[src/rtl/lvds_timing_ctrl.sv]
// Panel frame-timing controller: J1-mapped timing registers, h/v counters and
// a pixel scheduler that feeds RGB + DE/HSYNC/VSYNC to the LVDS transmitter.
module lvds_timing_ctrl #(
  parameter int CW           = 12,
  parameter int H_ACTIVE_DEF = 1024,
  parameter int H_TOTAL_DEF  = 1344,
  parameter int V_ACTIVE_DEF = 768,
  parameter int V_TOTAL_DEF  = 806,
  parameter int HSW_DEF      = 136,
  parameter int VSW_DEF      = 6
) (
  input  logic        clk,
  input  logic        rst,
  input  logic [15:0] d_in,
  input  logic        cs,
  input  logic [3:0]  addr,
  input  logic        rd,
  input  logic        wr,
  output logic [15:0] d_out,
  input  logic        pix_rdy,
  input  logic [23:0] pix_data,
  output logic        pix_pop,
  output logic [23:0] rgb_out,
  output logic        de,
  output logic        hsync,
  output logic        vsync,
  output logic        frame_start
);
  localparam logic [0:0] S_IDLE = 1'b0;
  localparam logic [0:0] S_RUN  = 1'b1;

  logic [0:0]    state;
  logic          en, tp, underflow;
  logic [CW-1:0] h_active, h_total, v_active, v_total, hsw, vsw;
  logic [CW-1:0] sh_ha, sh_ht, sh_va, sh_vt, sh_hsw, sh_vsw;
  logic [CW-1:0] ha_c, ht_c, va_c, vt_c;
  logic [CW-1:0] hcnt, vcnt;
  logic          run, h_end, v_end, sh_load;
  logic          de_c, hs_c, vs_c, fs_c, uf_set, st_rd;
  logic [23:0]   rgb_c;
  logic [15:0]   rd_val;
  logic          unused_din;

  assign unused_din = ^d_in[15:CW];

  // Degenerate timings are repaired only on the way into the shadows.
  always_comb begin
    ha_c = (h_active == '0) ? CW'(1) : h_active;
    ht_c = (h_total <= ha_c) ? ha_c + CW'(1) : h_total;
    va_c = (v_active == '0) ? CW'(1) : v_active;
    vt_c = (v_total <= va_c) ? va_c + CW'(1) : v_total;
  end

  assign run     = (state == S_RUN);
  assign h_end   = (hcnt == sh_ht - CW'(1));
  assign v_end   = (vcnt == sh_vt - CW'(1));
  assign sh_load = en && ((state == S_IDLE) || (h_end && v_end));

  assign de_c = run && (hcnt < sh_ha) && (vcnt < sh_va);
  assign hs_c = run && (hcnt >= sh_ha) && ({1'b0, hcnt} < {1'b0, sh_ha} + {1'b0, sh_hsw});
  assign vs_c = run && (vcnt >= sh_va) && ({1'b0, vcnt} < {1'b0, sh_va} + {1'b0, sh_vsw});
  assign fs_c = run && (hcnt == '0) && (vcnt == '0);

  assign pix_pop = de_c && !tp && pix_rdy;
  assign uf_set  = de_c && !tp && !pix_rdy;
  assign st_rd   = cs && rd && (addr == 4'h8);

  always_comb begin
    rgb_c = '0;
    if (de_c) begin
      if (tp)           rgb_c = {hcnt[7:0], vcnt[7:0], hcnt[7:0] ^ vcnt[7:0]};
      else if (pix_rdy) rgb_c = pix_data;
    end
  end

  always_comb begin
    rd_val = '0;
    case (addr)
      4'h0: rd_val = {14'b0, tp, en};
      4'h1: rd_val = 16'(h_active);
      4'h2: rd_val = 16'(h_total);
      4'h3: rd_val = 16'(v_active);
      4'h4: rd_val = 16'(v_total);
      4'h5: rd_val = 16'(hsw);
      4'h6: rd_val = 16'(vsw);
      4'h8: rd_val = {13'b0, underflow, (vcnt >= sh_va), run};
      4'h9: rd_val = 16'(vcnt);
      default: rd_val = '0;
    endcase
  end

  always_ff @(posedge clk or negedge rst) begin
    if (!rst) begin
      en <= 1'b0; tp <= 1'b0; underflow <= 1'b0; d_out <= '0;
      h_active <= CW'(H_ACTIVE_DEF); h_total <= CW'(H_TOTAL_DEF);
      v_active <= CW'(V_ACTIVE_DEF); v_total <= CW'(V_TOTAL_DEF);
      hsw <= CW'(HSW_DEF); vsw <= CW'(VSW_DEF);
    end else begin
      if (cs && wr) begin
        case (addr)
          4'h0: begin en <= d_in[0]; tp <= d_in[1]; end
          4'h1: h_active <= d_in[CW-1:0];
          4'h2: h_total  <= d_in[CW-1:0];
          4'h3: v_active <= d_in[CW-1:0];
          4'h4: v_total  <= d_in[CW-1:0];
          4'h5: hsw      <= d_in[CW-1:0];
          4'h6: vsw      <= d_in[CW-1:0];
          default: ;
        endcase
      end
      if (cs && rd) d_out <= rd_val;
      // A fresh underflow beats the read-to-clear.
      if (uf_set)     underflow <= 1'b1;
      else if (st_rd) underflow <= 1'b0;
    end
  end

  always_ff @(posedge clk or negedge rst) begin
    if (!rst) begin
      sh_ha <= CW'(H_ACTIVE_DEF); sh_ht <= CW'(H_TOTAL_DEF);
      sh_va <= CW'(V_ACTIVE_DEF); sh_vt <= CW'(V_TOTAL_DEF);
      sh_hsw <= CW'(HSW_DEF); sh_vsw <= CW'(VSW_DEF);
    end else if (sh_load) begin
      sh_ha <= ha_c; sh_ht <= ht_c; sh_va <= va_c; sh_vt <= vt_c;
      sh_hsw <= hsw; sh_vsw <= vsw;
    end
  end

  always_ff @(posedge clk or negedge rst) begin
    if (!rst) begin
      state <= S_IDLE; hcnt <= '0; vcnt <= '0;
    end else if (state == S_IDLE) begin
      hcnt <= '0; vcnt <= '0;
      if (en) state <= S_RUN;
    end else if (h_end) begin
      hcnt <= '0;
      if (v_end) begin
        vcnt <= '0;
        if (!en) state <= S_IDLE;
      end else begin
        vcnt <= vcnt + CW'(1);
      end
    end else begin
      hcnt <= hcnt + CW'(1);
    end
  end

  // Video outputs lag the counters by one cycle; all-zero whenever idle.
  always_ff @(posedge clk or negedge rst) begin
    if (!rst) begin
      de <= 1'b0; hsync <= 1'b0; vsync <= 1'b0; frame_start <= 1'b0; rgb_out <= '0;
    end else begin
      de <= de_c; hsync <= hs_c; vsync <= vs_c; frame_start <= fs_c; rgb_out <= rgb_c;
    end
  end
endmodule

[config.mk]
export PLATFORM = sky130hd
export DESIGN_NAME = lvds_timing_ctrl
export DESIGN_NICKNAME = d
export VERILOG_FILES = /design/src/rtl/lvds_timing_ctrl.sv
export SDC_FILE = /design/constraint.sdc
export NUM_CORES = 1
export LEC_CHECK = 0
export ABC_CLOCK_PERIOD_IN_PS = 5600
export CAP_MARGIN = 20
export CELL_PAD_IN_SITES_DETAIL_PLACEMENT = 0
export CELL_PAD_IN_SITES_GLOBAL_PLACEMENT = 2
export CORE_MARGIN = 1
export CORE_UTILIZATION = 35
export DETAILED_ROUTE_END_ITERATION = 8
export GPL_ROUTABILITY_DRIVEN = 0
export PLACE_DENSITY = 0.8
export SETUP_SLACK_MARGIN = 0.3
export SLEW_MARGIN = 30
export SYNTH_ARGS = -nofsm -noshare
export SYNTH_HDL_FRONTEND = slang
export SYNTH_SLANG_ARGS = --single-unit
[constraint.sdc]
create_clock -name clk -period 5.6 [get_ports clk]
set_clock_uncertainty 0.2 [all_clocks]
set_input_delay 0.56 -clock clk [delete_from_list [all_inputs] [get_ports clk]]
set_output_delay 0.56 -clock clk [all_outputs]
set_load 0.005 [all_outputs]
==> run summary <==
Clock sink count: 212
Final ANT Viol Nets: 0
Slew of the pin with the lowest slew margin: 0.827 ns
Max transition margin: 44.8%
Final instance area: 15100 um^2
Syn Inst Count: 1230
R2R Setup Slk: 1.07 ns
DRT Pass-1 Iters: 7
Most common cell after layout, fill and taps aside: dfrtp_1
Logic pwr share: 35.7%
Max Cap Viol: 0
Synth Area in Adders: 10.0%
# resized after CTS: 0
Crit share post-route: 82.6%
Post-detail-place hpwl: 27400 um
Reg2Reg Depth: 15
Ys async rst share: 100%
Hold Fails Final Rpt: 0
Worst R2R Start: sh_vsw[1]
RSZ-0062 raised after global routing: false
Via count: 9624
Leak: 7.17 nW
CTS buffer count: 26
Clk Latency, worst-skew pair: 0.54 ns
Synth Register Bits: 212
Slew Viols, Final: 0
CTS tree: yes
FMAX: 216 MHz
Largest net degree at the start of global routing: 116
Nature of the critical path startpoint: flip-flop
Status: completed
Data arrival time of the worst path: 3.86 ns
Worst hold path class: input pin to async pin
Mux contribution to synthesized area: 12.2%
Distinct cell type count of the synthesized netlist: 63
Worst-case clock buffer depth: 3
Reg power frac: 37.6%
Number of global-route vias before repair: 9659
WL/cell: 21.0 um
Rows: 69
Post-route minimum period: 4.62 ns
RR Endpoint: vsync
Clock share of power: 26.8%
Number of port buffers: 86
Global-route wire length before repair: 58100 um
Top cell type's share of synthesized area: 35.3%
Int Pwr: 4.22 mW
Die area: 37700 um^2
Synth Warn #: 0
NetSw: 2.33 mW
Antenna fix cells: 0
Most frequent cells in the layout: 182 x dfrtp_1, 100 x ha_1, 85 x clkdlybuf4s50_1
Die width: 194 um
Crit path kind: flip-flop to output pin
GRT Total Usage: 19.9%
Placed inst area: 14200 um^2
Layout net count: 1450
Net Sw Frac: 35.6%
Area Growth Syn to Fin: 17.2%
Area leader, netlist: dfrtp_1
Vias per cell: 5.41
CTS root buffer: clkbuf_16
Most used DFF post-synth: dfrtp_1
Synth Cell Area: 12900 um^2
Initial Utilization: 35.9%
GR Overflow Total: 0
Simple-Gate Fraction of Synth Area: 12.6%
Share of post-route cells with drive strength above 1: 15.0%
Synth Area per Inst: 10.5 um^2
CP Max Fanout: 21
Compound-Gate Fraction of Synth Area: 12.5%
Remaining DRCs: 0
Initial antenna violation count: 0
Total wire length: 37400 um
Clock transition at the registers of the reported paths: 0.05 ns
CTS HTree Levels: 1
Largest family of logic cells by synthesized area: simple AND/OR/NAND/NOR gates
XOR/XNOR Fraction of Synth Area: 6.99%
First DRT Iteration DRCs: 742
Die H: 194 um
Core box area: 35900 um^2
Fillcell total: 3448
Synth top area cells: dfrtp_1 35%, ha_1 9.7%, dfstp_2 6.1%, mux2_4 5.1%, mux2_2 4.7%
Worst EP required: 4.84 ns
Worst vdd ir: 168 uV
Power per Cell Area: 433 nW/um^2
Setup TNS: 0 ns
Number of synthesized flops with an enable pin: 0
Crit. End Element: output pin
Final setup fails: 0
I/O pin count: 95
Sequential fraction of the synthesis area: 41.4%
## registers in the layout (all words and copies together), names as in the netlist, 12 cells and up
signal    flops
v_total      12
sh_hsw       12
sh_ht        12
rgb_out      24
vcnt         12
h_total      12
hsw          12
h_active     12
sh_vsw       12
sh_vt        12
vsw          12
sh_ha        12
d_out        12
hcnt         12
v_active     12
sh_va        12
## synth_stat cells (4+ instances only)
master,instances
a2111oi_0,4
a211oi_1,4
a21boi_0,4
a21o_1,20
a21oi_1,30
a222oi_1,10
a22o_1,33
a22oi_1,29
a31oi_1,8
and3_1,14
buf_1,4
buf_4,4
buf_6,5
clkbuf_1,52
dfrtp_1,182
dfstp_2,30
ha_1,100
inv_1,68
mux2_2,54
mux2_4,44
mux2i_1,28
nand2_1,72
nand2b_1,17
nand3_1,37
nand4_1,26
nor2_1,57
nor2b_1,13
nor3_1,32
nor4_1,18
o211ai_1,5
o21a_1,9
o21ai_0,63
or3_1,7
xnor2_1,58
xor2_1,45
## power groups by stage
stage	Sequential [mW]	Combinational, mW	Clock, mW
floorplan	2.25	1.83	0
global placement	2.48	2.30	0
detailed placement	2.49	2.33	0
CTS	2.47	2.36	1.80
global route	2.53	2.64	1.87
finish	2.46	2.34	1.76
## metrics by stage
stage | utilization [%] | hold slack (ns) | worst slack, ns | power [mW] | std cells
2_1_floorplan | - | 0.0644 | 2.03 | 4.08 | 1233
3_3_place_gp | 39.5 | 0.264 | 1.29 | 4.78 | 1729
3_5_place_dp | 39.5 | 0.278 | 1.24 | 4.83 | 1729
4_1_cts | 42.1 | 0.292 | 0.957 | 6.63 | 1777
5_1_grt | 42.1 | 0.314 | 0.736 | 7.04 | 1778
6_report | 42.1 | 0.296 | 0.975 | 6.56 | 1778
## critical path, stage by stage, from the launching register on
cell and delay, ns:
dfrtp_1 0.57, ha_1 0.33, a21o_1 0.16, a21o_1 0.17, a21oi_1 0.32, o211ai_1 0.23
or3_1 0.50, inv_1 0.14, and2_1 0.13, buf_4 0.24, clkdlybuf4s50_1 0.54
## routing by layer
metal | vias up | share of wire, % | GRT usage [%]
met4 | 0 | 2.8 | 6.55
met2 | 284 | 44 | 31.2
li1 | 4569 | - | -
met3 | 61 | 5.2 | 2.75
met5 | - | 0 | 0
met1 | 4710 | 48 | 28.2
## area by class of cell
class	count	area, um^2	area share (%)
flip-flops and latches	212	5340	35.3
repair buffers	104	1040	6.85
clock buffers	37	763	5.04
inverters	69	259	1.71
clock inverters	10	131	0.868
well taps	461	577	3.81
multi-input cells	885	7020	46.4
## cell families after synthesis
family | Yosys count
fa+ha+maj | 102
flops | 212
compound gates | 234
xor+xnor | 103
mux | 128
simple gates | 314
other cells | 1
buf+inv | 136
## what timing repair did
item,in CTS,in global routing
setup buffers,0,0
endpoints found under the hold margin,96,0
hold buffers,1,0
## worst max path at each step
stage | start | to | slack [ns] | depth (start not counted)
after floorplan | sh_vsw[1] | vsync | 2.03 | 15
after global placement | sh_va[0] | vsync | 1.29 | 16
after detailed placement | sh_vsw[1] | vsync | 1.24 | 15
after CTS | vcnt[1] | pix_pop | 0.96 | 12
after global routing | hcnt[1] | pix_pop | 0.74 | 11
final | hcnt[9] | pix_pop | 0.98 | 10
Power figures use the tool's default switching activity.
